### config.mk
export PLATFORM = sky130hd
export DESIGN_NAME = ksa_engine
export DESIGN_NICKNAME = d
export VERILOG_FILES = /design/src/rtl/ksa_engine.sv
export SDC_FILE = /design/constraint.sdc
export NUM_CORES = 1
export LEC_CHECK = 0
export CAP_MARGIN = 15
export CORE_UTILIZATION = 49
export DETAILED_ROUTE_END_ITERATION = 10
export PLACE_DENSITY_LB_ADDON = 0.12
export SLEW_MARGIN = 20
export SYNTH_ARGS = -nofsm -noshare
export SYNTH_HDL_FRONTEND = slang
export SYNTH_SLANG_ARGS = --single-unit
### constraint.sdc
create_clock -name clk -period 2.9 [get_ports clk]
set_input_delay 0.435 -clock clk [delete_from_list [all_inputs] [get_ports clk]]
set_output_delay 0.435 -clock clk [all_outputs]
set_load 0.01 [all_outputs]
### src/rtl/ksa_engine.sv
`default_nettype none
// ============================================================================
//  Module   : ksa_engine
//  Purpose  : RC4 key-scheduling engine. It fills a single-port S-array RAM
//             with the identity permutation, then optionally runs the KSA
//             shuffle. Optional cycle counter: KSA_CYCLE_COUNT_EN.
//  Revision : 1.0 - initial release
// ============================================================================
module ksa_engine #(
    parameter int ADDR_W    = 8,
    parameter int DATA_W    = 8,
    parameter int KEY_BYTES = 3
) (
    input  logic                   clk,
    input  logic                   rst,
    input  logic                   start,
    input  logic                   mode,
    input  logic [8*KEY_BYTES-1:0] key,
    output logic                   busy,
    output logic                   done,
    output logic [ADDR_W-1:0]      ram_addr,
    output logic [DATA_W-1:0]      ram_wdata,
    output logic                   ram_wren,
`ifdef KSA_CYCLE_COUNT_EN
    output logic [31:0]            cycle_count,
`endif
    input  logic [DATA_W-1:0]      ram_rdata
);

    localparam int                  C_KIDX_W    = (KEY_BYTES > 1) ? $clog2(KEY_BYTES) : 1;
    localparam logic [ADDR_W-1:0]   C_I_LAST    = '1;
    localparam logic [C_KIDX_W-1:0] C_KIDX_LAST = C_KIDX_W'(KEY_BYTES - 1);

    typedef enum logic [3:0] {
        S_IDLE   = 4'd0,
        S_INIT   = 4'd1,
        S_RD_I   = 4'd2,
        S_WAIT_I = 4'd3,
        S_CALC_J = 4'd4,
        S_RD_J   = 4'd5,
        S_WAIT_J = 4'd6,
        S_WR_I   = 4'd7,
        S_WR_J   = 4'd8,
        S_DONE   = 4'd9
    } state_t;

    state_t                   r_state;
    state_t                   w_state_next;
    logic [ADDR_W-1:0]        r_i;
    logic [ADDR_W-1:0]        r_j;
    logic [DATA_W-1:0]        r_si;
    logic [DATA_W-1:0]        r_sj;
    logic [C_KIDX_W-1:0]      r_kidx;
    logic                     r_mode;
    logic [8*KEY_BYTES-1:0]   r_key;
    logic [7:0]               w_key_byte;
    logic [ADDR_W-1:0]        w_j_next;
    logic                     w_accept;

    assign w_accept = start && ((r_state == S_IDLE) || (r_state == S_DONE));
    assign busy     = (r_state != S_IDLE) && (r_state != S_DONE);
    assign done     = (r_state == S_DONE);

    // Byte 0 of the key sits in the most significant byte lane.
    always_comb begin
        w_key_byte = '0;
        for (int k = 0; k < KEY_BYTES; k++) begin
            if (r_kidx == C_KIDX_W'(k)) begin
                w_key_byte = r_key[8*(KEY_BYTES-1-k) +: 8];
            end
        end
    end

    assign w_j_next = r_j + r_si[ADDR_W-1:0] + ADDR_W'(w_key_byte);

    always_ff @(posedge clk or posedge rst) begin
        if (rst) begin
            r_state <= S_IDLE;
            r_i     <= '0;
            r_j     <= '0;
            r_si    <= '0;
            r_sj    <= '0;
            r_kidx  <= '0;
            r_mode  <= 1'b0;
            r_key   <= '0;
        end else begin
            r_state <= w_state_next;
            if (w_accept) begin
                r_mode <= mode;
                r_key  <= key;
                r_i    <= '0;
                r_j    <= '0;
                r_kidx <= '0;
            end else begin
                case (r_state)
                    S_INIT:   r_i  <= r_i + ADDR_W'(1);
                    S_WAIT_I: r_si <= ram_rdata;
                    S_CALC_J: r_j  <= w_j_next;
                    S_WAIT_J: r_sj <= ram_rdata;
                    S_WR_J: begin
                        r_i    <= r_i + ADDR_W'(1);
                        r_kidx <= (r_kidx == C_KIDX_LAST) ? '0 : r_kidx + C_KIDX_W'(1);
                    end
                    default: ;
                endcase
            end
        end
    end

    // RAM outputs decode straight from state so an async reset drops ram_wren at once.
    always_comb begin
        w_state_next = r_state;
        ram_addr     = '0;
        ram_wdata    = '0;
        ram_wren     = 1'b0;
        case (r_state)
            S_IDLE, S_DONE: begin
                if (start) w_state_next = S_INIT;
            end
            S_INIT: begin
                ram_addr  = r_i;
                ram_wdata = DATA_W'(r_i);
                ram_wren  = 1'b1;
                if (r_i == C_I_LAST) w_state_next = r_mode ? S_RD_I : S_DONE;
            end
            S_RD_I: begin
                ram_addr     = r_i;
                w_state_next = S_WAIT_I;
            end
            S_WAIT_I: w_state_next = S_CALC_J;
            S_CALC_J: w_state_next = S_RD_J;
            S_RD_J: begin
                ram_addr     = r_j;
                w_state_next = S_WAIT_J;
            end
            S_WAIT_J: w_state_next = S_WR_I;
            S_WR_I: begin
                ram_addr     = r_i;
                ram_wdata    = r_sj;
                ram_wren     = 1'b1;
                w_state_next = S_WR_J;
            end
            S_WR_J: begin
                ram_addr     = r_j;
                ram_wdata    = r_si;
                ram_wren     = 1'b1;
                w_state_next = (r_i == C_I_LAST) ? S_DONE : S_RD_I;
            end
            default: w_state_next = S_IDLE;
        endcase
    end

`ifdef KSA_CYCLE_COUNT_EN
    logic [31:0] r_cycle_count;

    always_ff @(posedge clk or posedge rst) begin
        if (rst) begin
            r_cycle_count <= '0;
        end else if (w_accept) begin
            r_cycle_count <= '0;
        end else if (busy && (r_cycle_count != 32'hFFFF_FFFF)) begin
            r_cycle_count <= r_cycle_count + 32'd1;
        end
    end

    assign cycle_count = r_cycle_count;
`endif

endmodule
`default_nettype wire
==> impl_results.rst <==
.. list-table::
   :header-rows: 1

   * - Metric
     - Value
   * - Endpoint of the worst register-to-register path
     - r_j[7]
   * - Kind of launch point of the worst setup path
     - flop
   * - Layout cells sized above 1
     - 12.6%
   * - Fin Hold WS
     - 0.480 ns
   * - Cell Chain, Critical Path
     - mux2i_1 -> o21ai_0 -> fa_1 -> ha_1 -> inv_1 -> fa_1 -> nor2b_1 -> o2111ai_1 -> nand4b_1 -> xnor2_1 -> o211ai_1 -> o31ai_1
   * - Port bufs
     - 54
   * - Util after Layout
     - 65.0%
   * - Sum of buffers and inverters on the critical path
     - 1
   * - Setup tns final
     - 0 ns
   * - Count of distinct cell types in the synthesized netlist
     - 42
   * - Delay of the slowest cell on the worst path
     - 0.50 ns
   * - Total overflow reported by the global router
     - 0
   * - Number of H-tree levels
     - 3
   * - Detailed Place HPWL
     - 6260 µm
   * - Rel. slew slack
     - 45.5%
   * - Number of detailed-routing iterations run before antenna repair
     - 4
   * - Via-per-instance ratio
     - 5.38
   * - Register bit total from synthesis
     - 63
   * - Clock skew
     - 0.00776 ns
   * - Sort of element at the end of the critical path
     - flop
   * - Initial antenna violation count
     - 0
   * - Starting density of the core
     - 51.5%
   * - Setup repair after global routing missed its margin
     - no
   * - Portion of the post-synthesis area used by sequential elements
     - 44.4%
   * - EDFF count, synth
     - 0
   * - Final RePlAce weighted congestion
     - 0.842
   * - Maximum frequency from static timing analysis
     - 0.363 GHz
   * - Proportion of total power due to net switching
     - 43.1%
   * - Detailed Route WL
     - 8520 µm
   * - Setup slack at placement
     - 0.0960 ns
   * - Core region area
     - 0.00691 mm²
   * - Fraction of registers with async set/reset
     - 100%
   * - Final setup fails
     - 0
   * - Reported leakage power
     - 2.01 nW
   * - Number of antenna cells inserted
     - 0
   * - Largest net degree at the start of global routing
     - 35
   * - RR Startpoint
     - r_kidx[0]
   * - Most frequent standard cell in the layout excluding fill and tap cells
     - sky130_fd_sc_hd__nand2_1
   * - TritonCTS clock tree
     - yes
   * - DRT antenna net count
     - 0
   * - Post-CTS clock slew at the launch and capture registers of the worst setup and hold paths
     - 0.08 ns
   * - Clk sinks
     - 63
   * - Final critical-path setup slack
     - 0.142 ns
   * - Tmin final
     - 2.76 ns
   * - Synthesis-to-layout area growth
     - 26.3%
   * - Number of cell rows
     - 30
   * - Switching pwr
     - 2.26 mW
   * - Clock latency at the later pin of the worst-skew pair
     - 0.34 ns
   * - First-pass GRT wire length
     - 14200 µm
   * - Number of filler instances in the final layout
     - 607
   * - Ports
     - 55
   * - Count of routing violations after the opening detailed-route iteration
     - 224
   * - Maximum root-to-sink buffer count
     - 2
   * - Peak supply drop
     - 0.507 mV
   * - Cells after Synth
     - 392
   * - CTS buffer count
     - 9
   * - Combinational power share
     - 53.1%
   * - Number of hold violations in the final report
     - 0
   * - Power per unit of standard cell area
     - 1170 mW/mm²
   * - Count of max-cap constraint violations
     - 0
   * - Leading cell types in the layout, fill and taps excluded
     - sky130_fd_sc_hd__nand2_1 (115), sky130_fd_sc_hd__dfrtp_1 (61), sky130_fd_sc_hd__clkdlybuf4s50_1 (54), sky130_fd_sc_hd__o21ai_0 (30), sky130_fd_sc_hd__nor2_1 (19)
   * - Total area of sequential cells
     - 0.00158 mm²
   * - Routed vias
     - 2992
   * - Average wire per cell in the routed design
     - 15.3 µm
   * - Die boundary width
     - 87.2 µm
   * - Global routing usage summed across all routing layers
     - 24.7%
   * - Number of nets produced by synthesis
     - 443
   * - Via count of the first global-routing pass
     - 2937
   * - Synth Cell Area
     - 0.00355 mm²
   * - Slew at the pin with the worst max-slew slack
     - 0.813 ns
   * - Run status
     - complete, no violations
   * - Critical-path cell with the highest stage delay
     - sky130_fd_sc_hd__fa_1
   * - Hold/Removal Path Class
     - flop to flop
   * - Setup crit start
     - r_kidx[0]
   * - Power Total
     - 5.25 mW
   * - Root buffer cell
     - sky130_fd_sc_hd__clkbuf_8
   * - Max-slew violations
     - 0
   * - Arrival time reported for the critical path endpoint
     - 2.97 ns
   * - Period utilization
     - 95.1%
   * - Worst-path fanout max
     - 5
   * - Most common cell on crit path
     - sky130_fd_sc_hd__fa_1
   * - Critical path endpoint
     - r_j[7]
   * - Data required time of the worst path
     - 3.11 ns
   * - Synth warn
     - 0
   * - Mean instance size in the synthesized netlist
     - 9.07 µm²
   * - Height of the die
     - 87.2 µm
   * - Register-to-Register Path Depth
     - 12
   * - Net count of the finished layout
     - 506
   * - Sequential share of power
     - 31.7%
   * - Critical path's top delay family
     - adder cells
   * - Cell depth of the worst setup path
     - 12
   * - Classification of the worst setup path
     - flop to flop
   * - Predominant post-synthesis flop cell
     - sky130_fd_sc_hd__dfrtp_1
   * - Setup slack, reg-to-reg
     - 0.14 ns
   * - Clock group share of total power
     - 15.2%
   * - Combined area of the multi-input logic cells
     - 0.00186 mm²
   * - Area of the die
     - 0.00760 mm²
   * - DRC viols
     - 0
   * - Internal power consumption
     - 2.99 mW
==> worst min-delay path, delay by kind of cell, from the launching register on <==
family,cells,cell delay [ns]
simple gates,2,0.10
flops,1,0.35
==> worst min-delay path by stage <==
stage                          from         to  slack (ns)  cells past startpoint
after detailed placement  r_key[11]  r_key[11]        0.46                      2
after floorplan           r_key[16]  r_key[16]        0.44                      2
after global routing      r_key[11]  r_key[11]        0.50                      2
after CTS                 r_key[11]  r_key[11]        0.48                      2
final                     r_key[11]  r_key[11]        0.48                      2
after global placement    r_key[10]  r_key[10]        0.47                      2
==> registers in the layout (all words and copies together) (netlist names) <==
signal   count
r_key       24
r_i          8
r_j          8
r_si         8
r_sj         8
r_state      4
r_kidx       2
r_mode       1
==> per-layer routing <==
| layer | GRT usage [%] | part of all wire (%) | vias to the layer above |
|---|---|---|---|
| li1 | - | - | 1441 |
| met4 | 7.75 | 1.6 | 0 |
| met1 | 34.1 | 49 | 1473 |
| met5 | 0 | 0 | - |
| met3 | 5.69 | 3.3 | 12 |
| met2 | 38.9 | 46 | 66 |
==> metrics by stage <==
stage                     std cells  instance area, µm²
after floorplan                 392                3560
after global placement          540                4280
after detailed placement        540                4280
after CTS                       556                4480
after global routing            556                4490
final                           556                4490
==> what timing repair did <==
item	in CTS	in global routing
gates resized for setup	0	5
endpoints found under the hold margin	0	0
setup buffers	0	0
endpoints found under the setup margin	0	14
hold buffers	0	0
==> power by group through the flow <==
stage                     combinational (mW)  clock (mW)  sequential (mW)
after floorplan                         2.06           0             1.50
after global placement                  2.71           0             1.66
after detailed placement                2.77           0             1.66
after CTS                               2.79       0.808             1.65
after global routing                    3.14       0.855             1.71
final                                   2.79       0.799             1.66
==> logic make-up (layout without fill, tap and decap cells) <==
logic type                 count (synthesis)  count (layout)  share of synthesized area, %
and+or+nand+nor                          172             172                          21.2
buffers and inverters                     29              97                          3.45
adders and majority gates                 15              15                          6.97
AOI/OAI and AO/OA                         65              65                          10.5
DFF                                       63              63                          44.4
muxes                                     33              33                          9.82
xor gates and xnor gates                  15              15                          3.70
==> cells in the mapped netlist, types with 9 or more instances <==
cell type / instances / area, µm²
sky130_fd_sc_hd__a21oi_1: 15 / 75.1
sky130_fd_sc_hd__mux2_2: 15 / 169
sky130_fd_sc_hd__inv_1: 12 / 45.0
sky130_fd_sc_hd__dfrtp_1: 63 / 1580
sky130_fd_sc_hd__nor2_1: 21 / 78.8
sky130_fd_sc_hd__o21ai_0: 30 / 150
sky130_fd_sc_hd__nand3_1: 12 / 60.1
sky130_fd_sc_hd__mux2i_1: 18 / 180
sky130_fd_sc_hd__nand2_1: 115 / 432
sky130_fd_sc_hd__clkbuf_1: 10 / 37.5
sky130_fd_sc_hd__a22oi_1: 9 / 67.6
==> cell type report <==
cell class                 count  share of cell area (%)
sequential                    63                    35.2
clock buffer                  10                    3.06
inverter                      12                    1.00
tap                           96                    2.67
multi-input combinational    300                    41.5
clock inverter                 6                    1.50
timing repair buffer          69                    15.1
Power figures use the tool's default switching activity.
